--- config.mk ---
export PLATFORM = sky130hd
export DESIGN_NAME = serial_add_sub_flat
export DESIGN_NICKNAME = d
export VERILOG_FILES = /design/src/rtl/serial_add_sub_pkg.sv /design/src/rtl/serial_add_sub_if.sv /design/src/rtl/serial_add_sub_bit_cell.sv /design/src/rtl/serial_add_sub.sv /design/src/flat_wrapper.sv
export SDC_FILE = /design/constraint.sdc
export NUM_CORES = 1
export LEC_CHECK = 0
export ABC_AREA = 1
export CORE_ASPECT_RATIO = 1.5
export CORE_MARGIN = 5
export CORE_UTILIZATION = 28
export DETAILED_ROUTE_END_ITERATION = 16
export HOLD_SLACK_MARGIN = 0.02
export PLACE_DENSITY = 0.48
export SYNTH_ARGS = -nofsm -noshare
export SYNTH_HDL_FRONTEND = slang
export SYNTH_SLANG_ARGS = --single-unit
export TNS_END_PERCENT = 10
--- constraint.sdc ---
create_clock -name clk -period 1.5 [get_ports clk]
set_clock_uncertainty 0.15 [all_clocks]
set_input_delay 0.375 -clock clk [delete_from_list [all_inputs] [get_ports clk]]
set_output_delay 0.375 -clock clk [all_outputs]
set_load 0.005 [all_outputs]
--- src/rtl/serial_add_sub_pkg.sv ---
// rtl/serial_add_sub_pkg.sv - shared types and constants for the bit-serial adder/subtractor
package serial_arith_pkg;

   typedef enum logic [1:0] {
      IDLE = 2'd0,
      RUN  = 2'd1,
      DONE = 2'd2
   } state_t;

   localparam logic OP_ADD = 1'b0;
   localparam logic OP_SUB = 1'b1;

   function automatic int cnt_width(input int width);
      return $clog2(width);
   endfunction

endpackage

--- src/rtl/serial_add_sub_if.sv ---
// rtl/serial_add_sub_if.sv - operand/result handshake bundle; ovf only with SERIAL_ADD_SUB_OVF_EN
interface serial_add_sub_if #(parameter int WIDTH = 8);

   logic             start_valid;
   logic             start_ready;
   logic             op;
   logic [WIDTH-1:0] a;
   logic [WIDTH-1:0] b;
   logic             res_valid;
   logic             res_ready;
   logic [WIDTH-1:0] result;
   logic             flag;
   logic             busy;
`ifdef SERIAL_ADD_SUB_OVF_EN
   logic             ovf;

   modport master (
      output start_valid, op, a, b, res_ready,
      input  start_ready, res_valid, result, flag, busy, ovf
   );
   modport slave (
      input  start_valid, op, a, b, res_ready,
      output start_ready, res_valid, result, flag, busy, ovf
   );
`else
   modport master (
      output start_valid, op, a, b, res_ready,
      input  start_ready, res_valid, result, flag, busy
   );
   modport slave (
      input  start_valid, op, a, b, res_ready,
      output start_ready, res_valid, result, flag, busy
   );
`endif

endinterface

--- src/rtl/serial_add_sub_bit_cell.sv ---
// rtl/serial_add_sub_bit_cell.sv - combinational one-bit full adder / full subtractor
module serial_bit_cell
   import serial_arith_pkg::*;
(
   input  logic a,
   input  logic b,
   input  logic cin,
   input  logic op,
   output logic y,
   output logic cout
);

   assign y    = a ^ b ^ cin;
   assign cout = (op == OP_SUB) ? ((~a & b) | (~(a ^ b) & cin))
                                : ((a & b) | (cin & (a ^ b)));

endmodule

--- src/rtl/serial_add_sub.sv ---
// rtl/serial_add_sub.sv - bit-serial add/sub, one bit per clock LSB first
// Optional signed-overflow output enabled by SERIAL_ADD_SUB_OVF_EN.
module serial_add_sub
   import serial_arith_pkg::*;
#(
   parameter int WIDTH = 8
)
(
   input  logic clk,
   input  logic rst_n,
   serial_add_sub_if.slave bus
);

   localparam int CW = cnt_width(WIDTH);

   state_t           state_q, state_d;
   logic [WIDTH-1:0] a_q, a_d;
   logic [WIDTH-1:0] b_q, b_d;
   logic [WIDTH-1:0] sr_q, sr_d;
   logic [WIDTH-1:0] result_q, result_d;
   logic [CW-1:0]    cnt_q, cnt_d;
   logic             c_q, c_d;
   logic             op_q, op_d;
   logic             flag_q, flag_d;
   logic             cell_y, cell_cout;
`ifdef SERIAL_ADD_SUB_OVF_EN
   logic             ovf_q, ovf_d;
`endif

   serial_bit_cell u_cell (
      .a    (a_q[0]),
      .b    (b_q[0]),
      .cin  (c_q),
      .op   (op_q),
      .y    (cell_y),
      .cout (cell_cout)
   );

   always_comb begin
      state_d  = state_q;
      a_d      = a_q;
      b_d      = b_q;
      sr_d     = sr_q;
      result_d = result_q;
      cnt_d    = cnt_q;
      c_d      = c_q;
      op_d     = op_q;
      flag_d   = flag_q;
`ifdef SERIAL_ADD_SUB_OVF_EN
      ovf_d    = ovf_q;
`endif
      case (state_q)
         IDLE: begin
            if (bus.start_valid) begin
               a_d     = bus.a;
               b_d     = bus.b;
               op_d    = bus.op;
               c_d     = 1'b0;
               cnt_d   = '0;
               sr_d    = '0;
               state_d = RUN;
            end
         end
         RUN: begin
            sr_d  = {cell_y, sr_q[WIDTH-1:1]};
            a_d   = a_q >> 1;
            b_d   = b_q >> 1;
            c_d   = cell_cout;
            cnt_d = cnt_q + CW'(1);
            if (cnt_q == CW'(WIDTH - 1)) begin
               result_d = {cell_y, sr_q[WIDTH-1:1]};
               flag_d   = cell_cout;
`ifdef SERIAL_ADD_SUB_OVF_EN
               // On the last bit a_q[0]/b_q[0] hold the operand MSBs and cell_y is the result MSB.
               if (op_q == OP_ADD)
                  ovf_d = (a_q[0] == b_q[0]) && (cell_y != a_q[0]);
               else
                  ovf_d = (a_q[0] != b_q[0]) && (cell_y != a_q[0]);
`endif
               state_d  = DONE;
            end
         end
         DONE: begin
            if (bus.res_ready)
               state_d = IDLE;
         end
         default: state_d = IDLE;
      endcase
   end

   always_ff @(posedge clk or negedge rst_n) begin
      if (!rst_n) begin
         state_q  <= IDLE;
         a_q      <= '0;
         b_q      <= '0;
         sr_q     <= '0;
         result_q <= '0;
         cnt_q    <= '0;
         c_q      <= 1'b0;
         op_q     <= OP_ADD;
         flag_q   <= 1'b0;
`ifdef SERIAL_ADD_SUB_OVF_EN
         ovf_q    <= 1'b0;
`endif
      end else begin
         state_q  <= state_d;
         a_q      <= a_d;
         b_q      <= b_d;
         sr_q     <= sr_d;
         result_q <= result_d;
         cnt_q    <= cnt_d;
         c_q      <= c_d;
         op_q     <= op_d;
         flag_q   <= flag_d;
`ifdef SERIAL_ADD_SUB_OVF_EN
         ovf_q    <= ovf_d;
`endif
      end
   end

   assign bus.start_ready = (state_q == IDLE);
   assign bus.res_valid   = (state_q == DONE);
   assign bus.busy        = (state_q != IDLE);
   assign bus.result      = result_q;
   assign bus.flag        = flag_q;
`ifdef SERIAL_ADD_SUB_OVF_EN
   assign bus.ovf         = ovf_q;
`endif

endmodule

--- src/flat_wrapper.sv ---
// flat-port wrapper written by rule: the top's interface ports become plain ports
module serial_add_sub_flat import serial_arith_pkg::*;
#(
   parameter int WIDTH = 8
)
  (clk, rst_n, bus_start_valid, bus_op, bus_a, bus_b, bus_res_ready, bus_start_ready, bus_res_valid, bus_result, bus_flag, bus_busy);
  serial_add_sub_if #(.WIDTH(WIDTH)) bus_i ();
  input  logic clk;
  input  logic rst_n;
  input wire logic [$bits(bus_i.start_valid)-1:0] bus_start_valid;
  input wire logic [$bits(bus_i.op)-1:0] bus_op;
  input wire logic [$bits(bus_i.a)-1:0] bus_a;
  input wire logic [$bits(bus_i.b)-1:0] bus_b;
  input wire logic [$bits(bus_i.res_ready)-1:0] bus_res_ready;
  output wire logic [$bits(bus_i.start_ready)-1:0] bus_start_ready;
  output wire logic [$bits(bus_i.res_valid)-1:0] bus_res_valid;
  output wire logic [$bits(bus_i.result)-1:0] bus_result;
  output wire logic [$bits(bus_i.flag)-1:0] bus_flag;
  output wire logic [$bits(bus_i.busy)-1:0] bus_busy;
  assign bus_i.start_valid = bus_start_valid;
  assign bus_i.op = bus_op;
  assign bus_i.a = bus_a;
  assign bus_i.b = bus_b;
  assign bus_i.res_ready = bus_res_ready;
  assign bus_start_ready = bus_i.start_ready;
  assign bus_res_valid = bus_i.res_valid;
  assign bus_result = bus_i.result;
  assign bus_flag = bus_i.flag;
  assign bus_busy = bus_i.busy;
  serial_add_sub #(.WIDTH(WIDTH)) u_core (.clk(clk), .rst_n(rst_n), .bus(bus_i));
endmodule
==> Yosys cells after proc, flatten, opt, wreduce, memory -nomap -nowiden <==
Index checks and enable logic that the tools add are counted.
{ "totals": {"regBits": 40, "out_inout_bits": 12, "input_bits": 21, "mem_count": 0, "latchBits": 0, "rom_bits": 0, "ram_bits": 0, "word_cells": 48} }
{ "classes": {"n_eq_ne": 6, "magnitude_cmp": 0, "shifts": 0, "reduce_logical": 7, "mux": 15, "div_mod_pow": 0, "add_sub_neg": 1, "n_mul": 0, "bitwise_logic": 10} }
{ "op_table": {"columns": ["op", "n"], "rows": [
  ["case mux 8 bit (2 select lines)", 3],
  ["two-way mux 8 bit", 3],
  ["two-way mux 2 bit", 3],
  ["case mux 2 bit (3 select lines)", 1],
  ["case mux 3 bit (2 select lines)", 1],
  ["AND reduction 2 bit", 3],
  ["AND 1 bit", 4],
  ["inequality test 2 bit (second input constant)", 2],
  ["nonzero test 2 bit", 2],
  ["adder 3 x 1 -> 3 bit (second input constant)", 1],
  ["== test 3 bit (second input constant)", 1],
  ["two-way mux 3 bit", 1],
  ["AND reduction 3 bit", 1],
  ["== test 2 x 1 -> 1 bit (second input constant)", 1],
  ["== test 2 bit (second input constant)", 1],
  ["logical NOT 2 bit", 1],
  ["two-way mux 1 bit", 2],
  ["inequality test 2 x 1 -> 1 bit (second input constant)", 1],
  ["NOT 1 bit", 2],
  ["bitwise OR 1 bit", 2],
  ["case mux 1 bit (2 select lines)", 1],
  ["XOR 1 bit", 2]
]} }

==> Logic depth before layout (Yosys ltp) <==
Gate-level depths: netlist (run 1).
{ "depth": {"depth_word": 6, "ltp_mapped": 7, "depth_no_buf": 6} }

==> By module <==
Synthesis (run 1) repeated with hierarchy kept, for this count alone.
{ "unflattened": {"cells_unflattened": 216, "area_unflattened_um2": 1788.0} }
{ "by_module_without_submodules": {"columns": ["mod", "instances", "cells_each", "seq_area_each_um2", "area_each_um2"], "rows": [
  ["serial_add_sub", 1, 207, 975.9, 1721.7],
  ["serial_bit_cell", 1, 9, 0.0, 66.3]
]} }

==> Worst setup path before layout (run 1) <==
OpenSTA, ideal clock, no wires.
{ "synth_timing": {"kind": "register to output", "startpoint": "reg u_core.state_q[0]", "endpoint": "out bus_busy", "path_stages_with_launch": 4, "path_slack_ps": 98, "path_buffers": 1, "arrival_time_ps": 877, "t_required_ps": 975, "path_cell_list": "dfrtp_1 > buf_4 > nor2_1 > inv_1"} }
{ "synth_via": {"elab_chain_cells": 1} }
{ "synth_rtl": {"columns": ["element", "line_no", "source"], "rows": [
  ["start: declaration", "serial_add_sub.sv:16", "state_t state_q, state_d;"],
  ["start signal: assignment", "serial_add_sub.sv:106", "state_q <= state_d;"],
  ["nonzero test 2 bit", "serial_add_sub.sv:123", "assign bus.busy = (state_q != IDLE);"],
  ["end: declaration", "flat_wrapper.sv:19", "output wire logic [$bits(bus_i.busy)-1:0] bus_busy;"]
]} }
Every way passes these cells.

==> Worst setup path in the final report (run 1) <==
{ "layout_timing": {"startpoint": "reg u_core.state_q[0]", "endpoint": "out bus_res_valid"} }
{ "layout_via": {"elab_chain_cells": 1} }
{ "layout_rtl": {"columns": ["element", "line_no", "source"], "rows": [
  ["== test 2 bit", "serial_add_sub.sv:122", "assign bus.res_valid = (state_q == DONE);"],
  ["end: declaration", "flat_wrapper.sv:16", "output wire logic [$bits(bus_i.res_valid)-1:0] bus_res_valid;"]
]} }
Every way passes these cells.

==> flow_summary.yaml, run 1 <==
sta:
  tightest_slew_ps: 259
  hold-worst-slack_ps: 322
  maxSlewHeadroom_pct: 82.7
  finalWorstSetupSlack_ps: -159
  setup_viol: 7
  max_clock_freq_mhz: 603
  hold_viol: 0
  tns_ps: -360
  period_share_pct: 111
  grt_setup_unrepaired: "yes"
  period_minus_slack_ps: 1660
  report.final.slew_viol_count: 0
drt:
  drtIter0Drc: 72
  avgRoutedWirePerCell_um: 11.7
  route.detailed.drc: 0
  first_pass_iters: 4
  dr_total_vias: 1488
  drtAntennaViolNets: 0
  drt-vias-per-instance: 4.34
  finalWirelength_um: 4010
clock_tree:
  cts-root-buf: "clkbuf_8"
  path_clk_slew_ps: 80
  numCtsBuffers: 5
  cts_num_sinks: 39
  clock_latency_ps: 290
  htree_levels: 2
  clockBufferDepth: 2
  cts_tree: "yes"
yosys:
  synth-seq-cells: 39
  synth_top_cell_by_area: "dfrtp_1"
  muxShareOfSynthArea_pct: 0
  synth_top_cell_area_share_pct: 53.7
  synth_adder_area_share_pct: 3.58
  avgSynthCellArea_um2: 8.46
  synth_warnings: 0
  seq_area_frac_synth_pct: 53.7
  yosysUniqueCellTypes: 19
  syn-num-nets: 240
  synth_area_um2: 1820
  yosys.area_share.simple_pct: 28.9
  yosys-top-cells-area: "dfrtp_1 (54%), nand2_1 (22%), nand3_1 (4.7%)"
  synth_compound_area_share_pct: 7.43
  synth_top_family_by_area: "simple AND/OR/NAND/NOR gates"
  synth_xor_area_share_pct: 0
  syn_inst: 215
floorplan:
  core_area_um2: 6400
  die_y_um: 109
  io_pins: 33
  die-area_um2: 8240
  start_util_pct: 28.4
  rows: 36
  die_width_um: 75.8
placed_design:
  port_buffers: 32
  placedCellCount: 330
  gp_congestion: 0.731
  dp_hpwl_um: 2740
critical_path:
  path_common_cell: "buf_6"
  crit_arrival_ps: 1130
  cp_max_fo: 3
  max_stage_delay_ps: 410
  crit_chain: "buf_6, buf_6, nor2_1, buf_2"
  rr_startpoint: "u_core.state_q[0]"
  cp-end-kind: "output port"
  crit_end: "bus_res_valid"
  reg2regPathDepth: 8
  critPathKind: "register to output port"
  cp-start-kind: "register"
  cp.depth: 4
  slowest_stage: "dfrtp_1"
  cp_num_buf_inv: 3
  r2r-end: "u_core.bus.result[1]"
  required_ps: 970
  crit_family: "flip-flops"
  rrSetupSlack_ps: -10
  critPathLaunch: "u_core.state_q[0]"
finish:
  nNetsFinal: 291
  syn_to_final_growth_pct: 33.8
  stdcell_count: 343
  nFillCells: 704
  drive_above_1_share_pct: 18.0
  diodes: 0
global_routing:
  grt_start_max_net_pins: 40
  grt_pass1_vias: 1463
  antenna_found_initial: 0
  grtUsageTotal_pct: 11.2
  overflow: 0
  grt_pass1_wl_um: 7000
pwr:
  total_power_uw: 4400
  vdd_drop_max_uv: 793
  p_per_area_nw_per_um2: 1810
  p_leak_uw: 0.00125
worst_hold_path:
  min_path_type: "register to register"
flow_run:
  drv_cap: 0
outcome:
  status: "finished, violations left"
  violations: "negative setup slack"
[placed cells by master, fill, tap and decap left out]
master / netlist / routed
ha_1: 2 / 2
clkinv_2: 0 / 1
clkdlybuf4s50_1: 0 / 19
nand2_2: 2 / 2
o21ai_4: 1 / 1
clkdlybuf4s15_1: 0 / 6
nor2_4: 1 / 1
dfrtp_1: 39 / 39
nand3_1: 17 / 17
fa_1: 2 / 2
clkbuf_8: 0 / 5
o21ai_1: 1 / 2
buf_4: 4 / 15
nor2_2: 0 / 1
o21ai_2: 7 / 7
buf_6: 2 / 4
clkinvlp_4: 0 / 1
o21ai_0: 9 / 8
nand2_1: 108 / 108
buf_12: 0 / 2
inv_1: 10 / 8
buf_2: 2 / 2
dlygate4sd2_1: 0 / 3
dlygate4sd3_1: 0 / 1
o31ai_1: 1 / 1
clkbuf_1: 0 / 1
inv_2: 3 / 5
clkbuf_2: 1 / 1
nor2_1: 3 / 2
[synth_stat cells]
library cell / number
ha_1: 2
buf_2: 2
o31ai_1: 1
o21ai_0: 9
dfrtp_1: 39
nor2_4: 1
buf_4: 4
o21ai_1: 1
fa_1: 2
nand2_1: 108
o21ai_2: 7
nand2_2: 2
nand3_1: 17
clkbuf_2: 1
inv_1: 10
nor2_1: 3
inv_2: 3
buf_6: 2
o21ai_4: 1
[layer usage]
metal / global-route usage (%) / vias up / share of wire, %
met3: 3.23 / 7 / 4.8
li1: - / 769 / -
met1: 13.7 / 684 / 43
met2: 17.8 / 28 / 50
met4: 5.00 / 0 / 2.0
met5: 0 / - / 0
[worst reg2reg max path, stage by stage (launching register included)]
cell and delay (ps):
dfrtp_1 400, buf_6 120, buf_4 220, inv_2 70
nor2_4 90, nand2_2 80, buf_12 160, nand2_1 70
o21ai_2 50
[state kept, by name, summed over array words and instances, names as in the netlist]
name               count
u_core.state_q         2
u_core.bus.result      8
u_core.bus.flag        1
u_core.sr_q            7
u_core.a_q             8
u_core.op_q            1
u_core.cnt_q           3
u_core.c_q             1
u_core.b_q             8
[report_power, final]
| group | switching, uW | internal, uW | leakage, uW | total, uW |
|---|---|---|---|---|
| sequential | 254 | 1500 | 0.000504 | 1750 |
| clock | 373 | 325 | 0.0000412 | 698 |
| combinational | 1050 | 897 | 0.000706 | 1950 |
| total | 1680 | 2720 | 0.00125 | 4400 |
[what timing repair did]
item	in CTS	in global routing
pin swaps	2	2
hold buffers	1	0
buffers inserted	4	1
hold endpoints to repair	39	0
gates resized for setup	22	13
endpoints found under the setup margin	12	46
[through the flow]
stage | setup WS, ps | util, % | cell area, um^2
global placement | -145 | 36.1 | 2310
global route | -202 | 38.0 | 2430
floorplan | 98.0 | - | 1820
CTS | -187 | 37.9 | 2420
detailed placement | -157 | 36.1 | 2310
finish | -159 | 38.0 | 2430
[final cells by class]
class                      instances  area (um^2)  share of cell area, %
inverter                          13         48.8                   2.01
timing repair buffer              53          499                   20.5
tap                               76         95.1                   3.91
clock buffer                       6         72.6                   2.98
sequential                        39          976                   40.1
multi-input combinational        154          728                   29.9
clock inverter                     2         12.5                  0.514
[cells by family (layout without fill, tap and decap cells)]
| group | count (synthesis) | count (layout) |
|---|---|---|
| buf+inv | 22 | 74 |
| simple gates | 131 | 131 |
| compound gates | 19 | 19 |
| flops | 39 | 39 |
| fa+ha+maj | 4 | 4 |
[how the worst min path moves through the flow]
| stage | slack [ps] | endpoint | depth (start not counted) | startpoint |
|---|---|---|---|---|
| floorplan | -70 | u_core.a_q[0] | 0 | rst_n |
| global placement | 210 | u_core.a_q[4] | 2 | rst_n |
| detailed placement | 220 | u_core.a_q[2] | 2 | rst_n |
| CTS | 320 | u_core.bus.result[0] | 2 | u_core.sr_q[1] |
| global route | 350 | u_core.bus.result[6] | 2 | u_core.bus.result[6] |
| finish | 320 | u_core.bus.result[0] | 2 | u_core.sr_q[1] |
Note: power is estimated with default switching activity, not from simulation.
==> run 2, diff against run 1 <==
--- a/config.mk
+++ b/config.mk
@@ -5,10 +5,10 @@
 export SDC_FILE = /design/constraint.sdc
 export NUM_CORES = 1
 export LEC_CHECK = 0
-export ABC_AREA = 1
 export CORE_ASPECT_RATIO = 1.5
 export CORE_MARGIN = 5
 export CORE_UTILIZATION = 28
+export CTS_CLUSTER_SIZE = 12
 export DETAILED_ROUTE_END_ITERATION = 16
 export HOLD_SLACK_MARGIN = 0.02
 export PLACE_DENSITY = 0.48
==> run 2 against run 1 <==
- the run still ends with negative setup slack left
- total power increased by 13%
- register-to-register slack lost 170 ps
- count of clock-buffer cells in the layout is 1 higher
- critical path depth stayed put
- via count decreased by 5.5%
- first-iteration DRC count fell by 26%
- global-route usage is 0.39 points higher
- cell count decreased by 19%
- final area increased by 11%
- die area is 1.2% higher
- largest power group unchanged
==> flow_summary.yaml, run 2 <==
outcome:
  status: "finished, violations left"
  violations: "negative setup slack"
sta:
  max_clock_freq_mhz: 575
  period_share_pct: 116
  tightest_slew_ps: 401
  period_minus_slack_ps: 1740
  grt_setup_unrepaired: "yes"
  hold-worst-slack_ps: 348
  tns_ps: -4600
  setup_viol: 40
  hold_viol: 0
  report.final.slew_viol_count: 0
  finalWorstSetupSlack_ps: -240
  maxSlewHeadroom_pct: 72.9
floorplan:
  io_pins: 33
  start_util_pct: 28.6
  die-area_um2: 8340
  die_width_um: 76.2
  rows: 36
  core_area_um2: 6440
  die_y_um: 109
clock_tree:
  clock_latency_ps: 290
  cts_tree: "yes"
  clockBufferDepth: 2
  path_clk_slew_ps: 70
  numCtsBuffers: 5
  htree_levels: 2
  cts-root-buf: "clkbuf_8"
  cts_num_sinks: 39
critical_path:
  critPathKind: "register to output port"
  cp-start-kind: "register"
  required_ps: 970
  max_stage_delay_ps: 410
  path_common_cell: "buf_6"
  crit_arrival_ps: 1220
  cp-end-kind: "output port"
  cp_num_buf_inv: 3
  cp_max_fo: 3
  crit_family: "flip-flops"
  crit_chain: "buf_6, or2_4, inv_2, buf_6"
  slowest_stage: "dfrtp_1"
pwr:
  p_comb_share_pct: 49.3
  p_per_area_nw_per_um2: 1840
  p_sw_uw: 1730
  p_leak_uw: 0.00118
  vdd_drop_max_uv: 921
  switching_share_pct: 34.8
  intPower_uw: 3240
  seqPwrFrac_pct: 37.1
  clkPwrFrac_pct: 13.6
yosys:
  yosysUniqueCellTypes: 26
  synth-async-reset-ratio_pct: 100
  syn_inst: 149
  seq_area_frac_synth_pct: 53.0
  yosysMostFrequentCell: "dfrtp_1"
  muxShareOfSynthArea_pct: 7.33
  synth-edff-count: 0
  synth_compound_area_share_pct: 13.6
  synthFlopType: "dfrtp_1"
  syn-num-nets: 174
  synth_area_um2: 1840
  avgSynthCellArea_um2: 12.4
  synth_warnings: 0
  yosys-top-cells-area: "dfrtp_1 (53%), mux2_2 (7.3%), nor4b_1 (6.2%)"
  ys_top_cells_by_count: "dfrtp_1 (39), inv_1 (18), nor3b_1 (14)"
  synth_adder_area_share_pct: 3.53
  yosys.area_share.simple_pct: 14.4
  synth_xor_area_share_pct: 0
  synth_top_family_by_area: "simple AND/OR/NAND/NOR gates"
  synth-seq-cells: 39
  synth_top_cell_area_share_pct: 53.0
  synth_top_cell_by_area: "dfrtp_1"
finish:
  nNetsFinal: 227
  drive_above_1_share_pct: 38.4
  diodes: 0
  nFillCells: 615
  layout_commonest_cell: "dfrtp_1"
  final_cell_mix: "dfrtp_1 (39), clkdlybuf4s50_1 (18), inv_1 (15), nor3b_1 (13), a211oi_2 (12)"
  syn_to_final_growth_pct: 46.2
  seq_area_um2: 976
  multiInputGateArea_um2: 875
drt:
  drtAntennaViolNets: 0
  dr_total_vias: 1406
  avgRoutedWirePerCell_um: 16.9
  drtIter0Drc: 53
  route.detailed.drc: 0
  drt-vias-per-instance: 5.04
  first_pass_iters: 4
  finalWirelength_um: 4710
global_routing:
  antenna_found_initial: 0
  grt_pass1_wl_um: 7760
  grt_start_max_net_pins: 40
  overflow: 0
  grtUsageTotal_pct: 11.6
  grt_pass1_vias: 1550
placed_design:
  port_buffers: 32
  gp_congestion: 0.752
  dp_hpwl_um: 2880
worst_hold_path:
  min_path_type: "register to register"
flow_run:
  drv_cap: 0
run 2: worst reg2reg max path: cells and delay by family (launching register included):
family | cells | cell delay [ps]
compound gates | 1 | 200
buf+inv | 4 | 550
flops | 1 | 410
mux | 1 | 260
run 2: layer usage:
| layer | wire, um | GRT usage (%) | vias up |
|---|---|---|---|
| met2 | 2330 | 19.6 | 34 |
| met5 | 0 | 0 | - |
| met3 | 242 | 3.61 | 7 |
| met1 | 2080 | 14.1 | 722 |
| li1 | - | - | 643 |
| met4 | 61 | 3.38 | 0 |
run 2: worst paths after layout:
check / end / cells past startpoint / startpoint / slack [ps]
worst min-delay path: u_core.bus.result[6] / 1 / u_core.bus.result[6] / 350
max in group asynchronous: u_core.cnt_q[1] / 3 / rst_n / 560
worst min register to register: u_core.bus.result[6] / 1 / u_core.bus.result[6] / 350
worst max register to register: u_core.cnt_q[0] / 6 / u_core.state_q[1] / -180
min in group asynchronous: u_core.b_q[4] / 3 / rst_n / 430
worst max-delay path: bus_start_ready / 4 / u_core.state_q[1] / -240
run 2: power groups by stage:
stage,Combinational (uW),Clock (uW),Sequential (uW)
6_report,2450,677,1840
3_3_place_gp,1920,0,1840
2_1_floorplan,1280,0,1790
3_5_place_dp,1970,0,1860
5_1_grt,2650,749,1910
4_1_cts,2260,720,1840
run 2: cells by family (layout without fill, tap and decap cells):
logic type / after synthesis / count (layout)
mux: 12 / 12
compound gates: 29 / 29
buf+inv: 30 / 84
flops: 39 / 39
fa+ha+maj: 4 / 4
simple gates: 35 / 35
run 2: cell type report:
| class | count | share of cell area, % |
|---|---|---|
| clock buffers | 7 | 2.83 |
| flip-flops and latches | 39 | 36.2 |
| multi-input cells | 80 | 32.5 |
| repair buffers | 58 | 22.3 |
| inverters | 18 | 2.51 |
| well taps | 76 | 3.53 |
| clock inverters | 1 | 0.186 |
run 2: repair_timing:
item	4_1_cts	5_1_grt
buffers inserted	8	4
gates cloned	2	0
hold endpoints to repair	39	0
setup endpoints to repair	48	43
gates resized for setup	46	27
pin swaps	3	11
hold buffers	1	0
run 2: through the flow:
step / cell area, um^2 / power (uW) / util (%) / setup WS [ps] / instances
2_1_floorplan: 1860 / 3070 / - / -53.9 / 149
3_3_place_gp: 2320 / 3760 / 36.0 / -323 / 258
3_5_place_dp: 2320 / 3830 / 36.0 / -379 / 258
4_1_cts: 2590 / 4820 / 40.2 / -197 / 277
5_1_grt: 2700 / 5310 / 41.8 / -271 / 279
6_report: 2700 / 4960 / 41.8 / -240 / 279
==> run 3, diff against run 2 <==
--- a/config.mk
+++ b/config.mk
@@ -6,10 +6,11 @@
 export NUM_CORES = 1
 export LEC_CHECK = 0
 export CORE_ASPECT_RATIO = 1.5
-export CORE_MARGIN = 5
+export CORE_MARGIN = 2
 export CORE_UTILIZATION = 28
 export CTS_CLUSTER_SIZE = 12
 export DETAILED_ROUTE_END_ITERATION = 16
+export GPL_TIMING_DRIVEN = 1
 export HOLD_SLACK_MARGIN = 0.02
 export PLACE_DENSITY = 0.48
 export SYNTH_ARGS = -nofsm -noshare
==> constraint.sdc (replaced) <==
create_clock -name clk -period 1.5 [get_ports clk]
set_clock_uncertainty 0.15 [all_clocks]
set_input_delay 0.375 -clock clk [delete_from_list [all_inputs] [get_ports clk]]
set_output_delay 0.375 -clock clk [all_outputs]
set_load 0.1 [all_outputs]
==> run 3 against run 2 <==
- the run still ends with negative setup slack left
- final area is 2.5% higher
- die area decreased by 13%
- critical endpoint unchanged
- critical path type unchanged
- non-clock buffer count down 6
- first-iteration DRC count shrank 5.7%
==> flow_summary.yaml, run 3 (synthesized netlist as in run 2, its figures left out) <==
outcome:
  status: "finished, violations left"
  violations: "negative setup slack"
drt:
  dr_total_vias: 1352
  drt-vias-per-instance: 4.95
  route.detailed.drc: 0
  drtIter0Drc: 50
  finalWirelength_um: 4170
  first_pass_iters: 4
  drtAntennaViolNets: 0
  avgRoutedWirePerCell_um: 15.3
floorplan:
  rows: 36
  core_area_um2: 6440
  die_width_um: 70.2
  start_util_pct: 28.6
  io_pins: 33
  die-area_um2: 7260
  die_y_um: 103
sta:
  period_minus_slack_ps: 1770
  report.final.slew_viol_count: 0
  period_share_pct: 118
  setup_viol: 32
  grt_setup_unrepaired: "yes"
  hold_viol: 0
  finalWorstSetupSlack_ps: -271
  max_clock_freq_mhz: 565
  tightest_slew_ps: 519
  maxSlewHeadroom_pct: 65.2
critical_path:
  crit_arrival_ps: 1250
  required_ps: 970
  cp-end-kind: "output port"
  cp-start-kind: "register"
  cp_max_fo: 4
  critPathKind: "register to output port"
pwr:
  total_power_uw: 6200
  p_leak_uw: 0.00118
  p_per_area_nw_per_um2: 2240
  vdd_drop_max_uv: 1550
clock_tree:
  clock_latency_ps: 290
  numCtsBuffers: 5
  cts_num_sinks: 39
  cts_tree: "yes"
  htree_levels: 2
  clockBufferDepth: 2
  cts-root-buf: "clkbuf_8"
  path_clk_slew_ps: 80
global_routing:
  grt_util_met1_pct: 14.7
  overflow: 0
  antenna_found_initial: 0
  use_met3_pct: 3.59
  use_met2_pct: 20.5
  grt_start_max_net_pins: 40
  grt_pass1_wl_um: 6980
  grtUsageTotal_pct: 12.1
  grt_pass1_vias: 1486
  grt-busiest-layer: "met2"
finish:
  diodes: 0
  drive_above_1_share_pct: 40.1
  layout_commonest_cell: "dfrtp_1"
  final_cell_mix: "dfrtp_1 (39), clkdlybuf4s50_1 (18), inv_1 (16), buf_12 (15), nor3b_1 (14)"
  final_area_um2: 2760
  syn_to_final_growth_pct: 49.8
  nNetsFinal: 221
  post-route-util_pct: 42.9
placed_design:
  dp_hpwl_um: 2720
  gp_congestion: 0.697
  dpl_cell_area_um2: 2450
  port_buffers: 32
worst_hold_path:
  min_path_type: "register to register"
flow_run:
  drv_cap: 0
==> run 3: cell count changes in the layout (fill, tap and decap cells not counted), moves of 3 or more <==
| cell | change |
|---|---|
| buf_4 | +3 |
| buf_6 | -7 |
| dlygate4sd2_1 | -6 |
| mux2_2 | -6 |
| buf_12 | +11 |
| mux2_4 | +6 |
==> run 3: worst max-delay path, stage by stage (launching register included) <==
cell and delay [ps]:
dfrtp_1 410, or2_4 300, clkinvlp_4 90, buf_12 160
==> run 3: what timing repair did <==
item,4_1_cts,5_1_grt
setup buffers,2,1
hold endpoints to repair,39,0
hold buffers,1,0
gates cloned,1,0
endpoints found under the setup margin,38,40
pin swaps,11,6
resized for setup,30,12
==> run 3: worst paths after layout <==
check / end / slack [ps] / cells after the start / from
max in group asynchronous: u_core.cnt_q[2] / 570 / 3 / rst_n
hold / removal: u_core.sr_q[1] / 360 / 1 / u_core.sr_q[1]
hold reg to reg: u_core.sr_q[1] / 360 / 1 / u_core.sr_q[1]
min in group asynchronous: u_core.b_q[4] / 440 / 3 / rst_n
setup reg to reg: u_core.cnt_q[0] / -110 / 5 / u_core.state_q[1]
setup / recovery: bus_start_ready / -270 / 3 / u_core.state_q[0]
==> run 3: layer usage <==
layer / vias to the layer above / share of wire [%]
li1: 632 / -
met1: 684 / 44
met2: 30 / 50
met3: 6 / 4.8
met4: 0 / 1.3
met5: - / 0
==> run 3: area by class of cell <==
| cell class | count | area (um^2) |
|---|---|---|
| Inverter | 18 | 71.3 |
| Multi-Input combinational cell | 80 | 898 |
| Clock inverter | 1 | 5.00 |
| Clock buffer | 7 | 76.3 |
| Sequential cell | 39 | 976 |
| Tap cell | 76 | 95.1 |
| Fill cell | 618 | 3680 |
| Timing Repair Buffer | 52 | 639 |
==> run 3: per-stage QoR <==
step / hold WS, ps / instances / TNS (ps) / setup slack, ps
floorplan: -70.6 / 149 / -1360 / -407
global placement: 213 / 260 / -9360 / -387
finish: 364 / 273 / -2100 / -271
global route: 387 / 273 / -4550 / -320
CTS: 368 / 272 / -2550 / -295
detailed placement: 213 / 260 / -10240 / -467
==> run 3: power breakdown <==
| group | internal, uW | switching, uW |
|---|---|---|
| combinational | 1660 | 1950 |
| clock | 326 | 341 |
| sequential | 1530 | 387 |
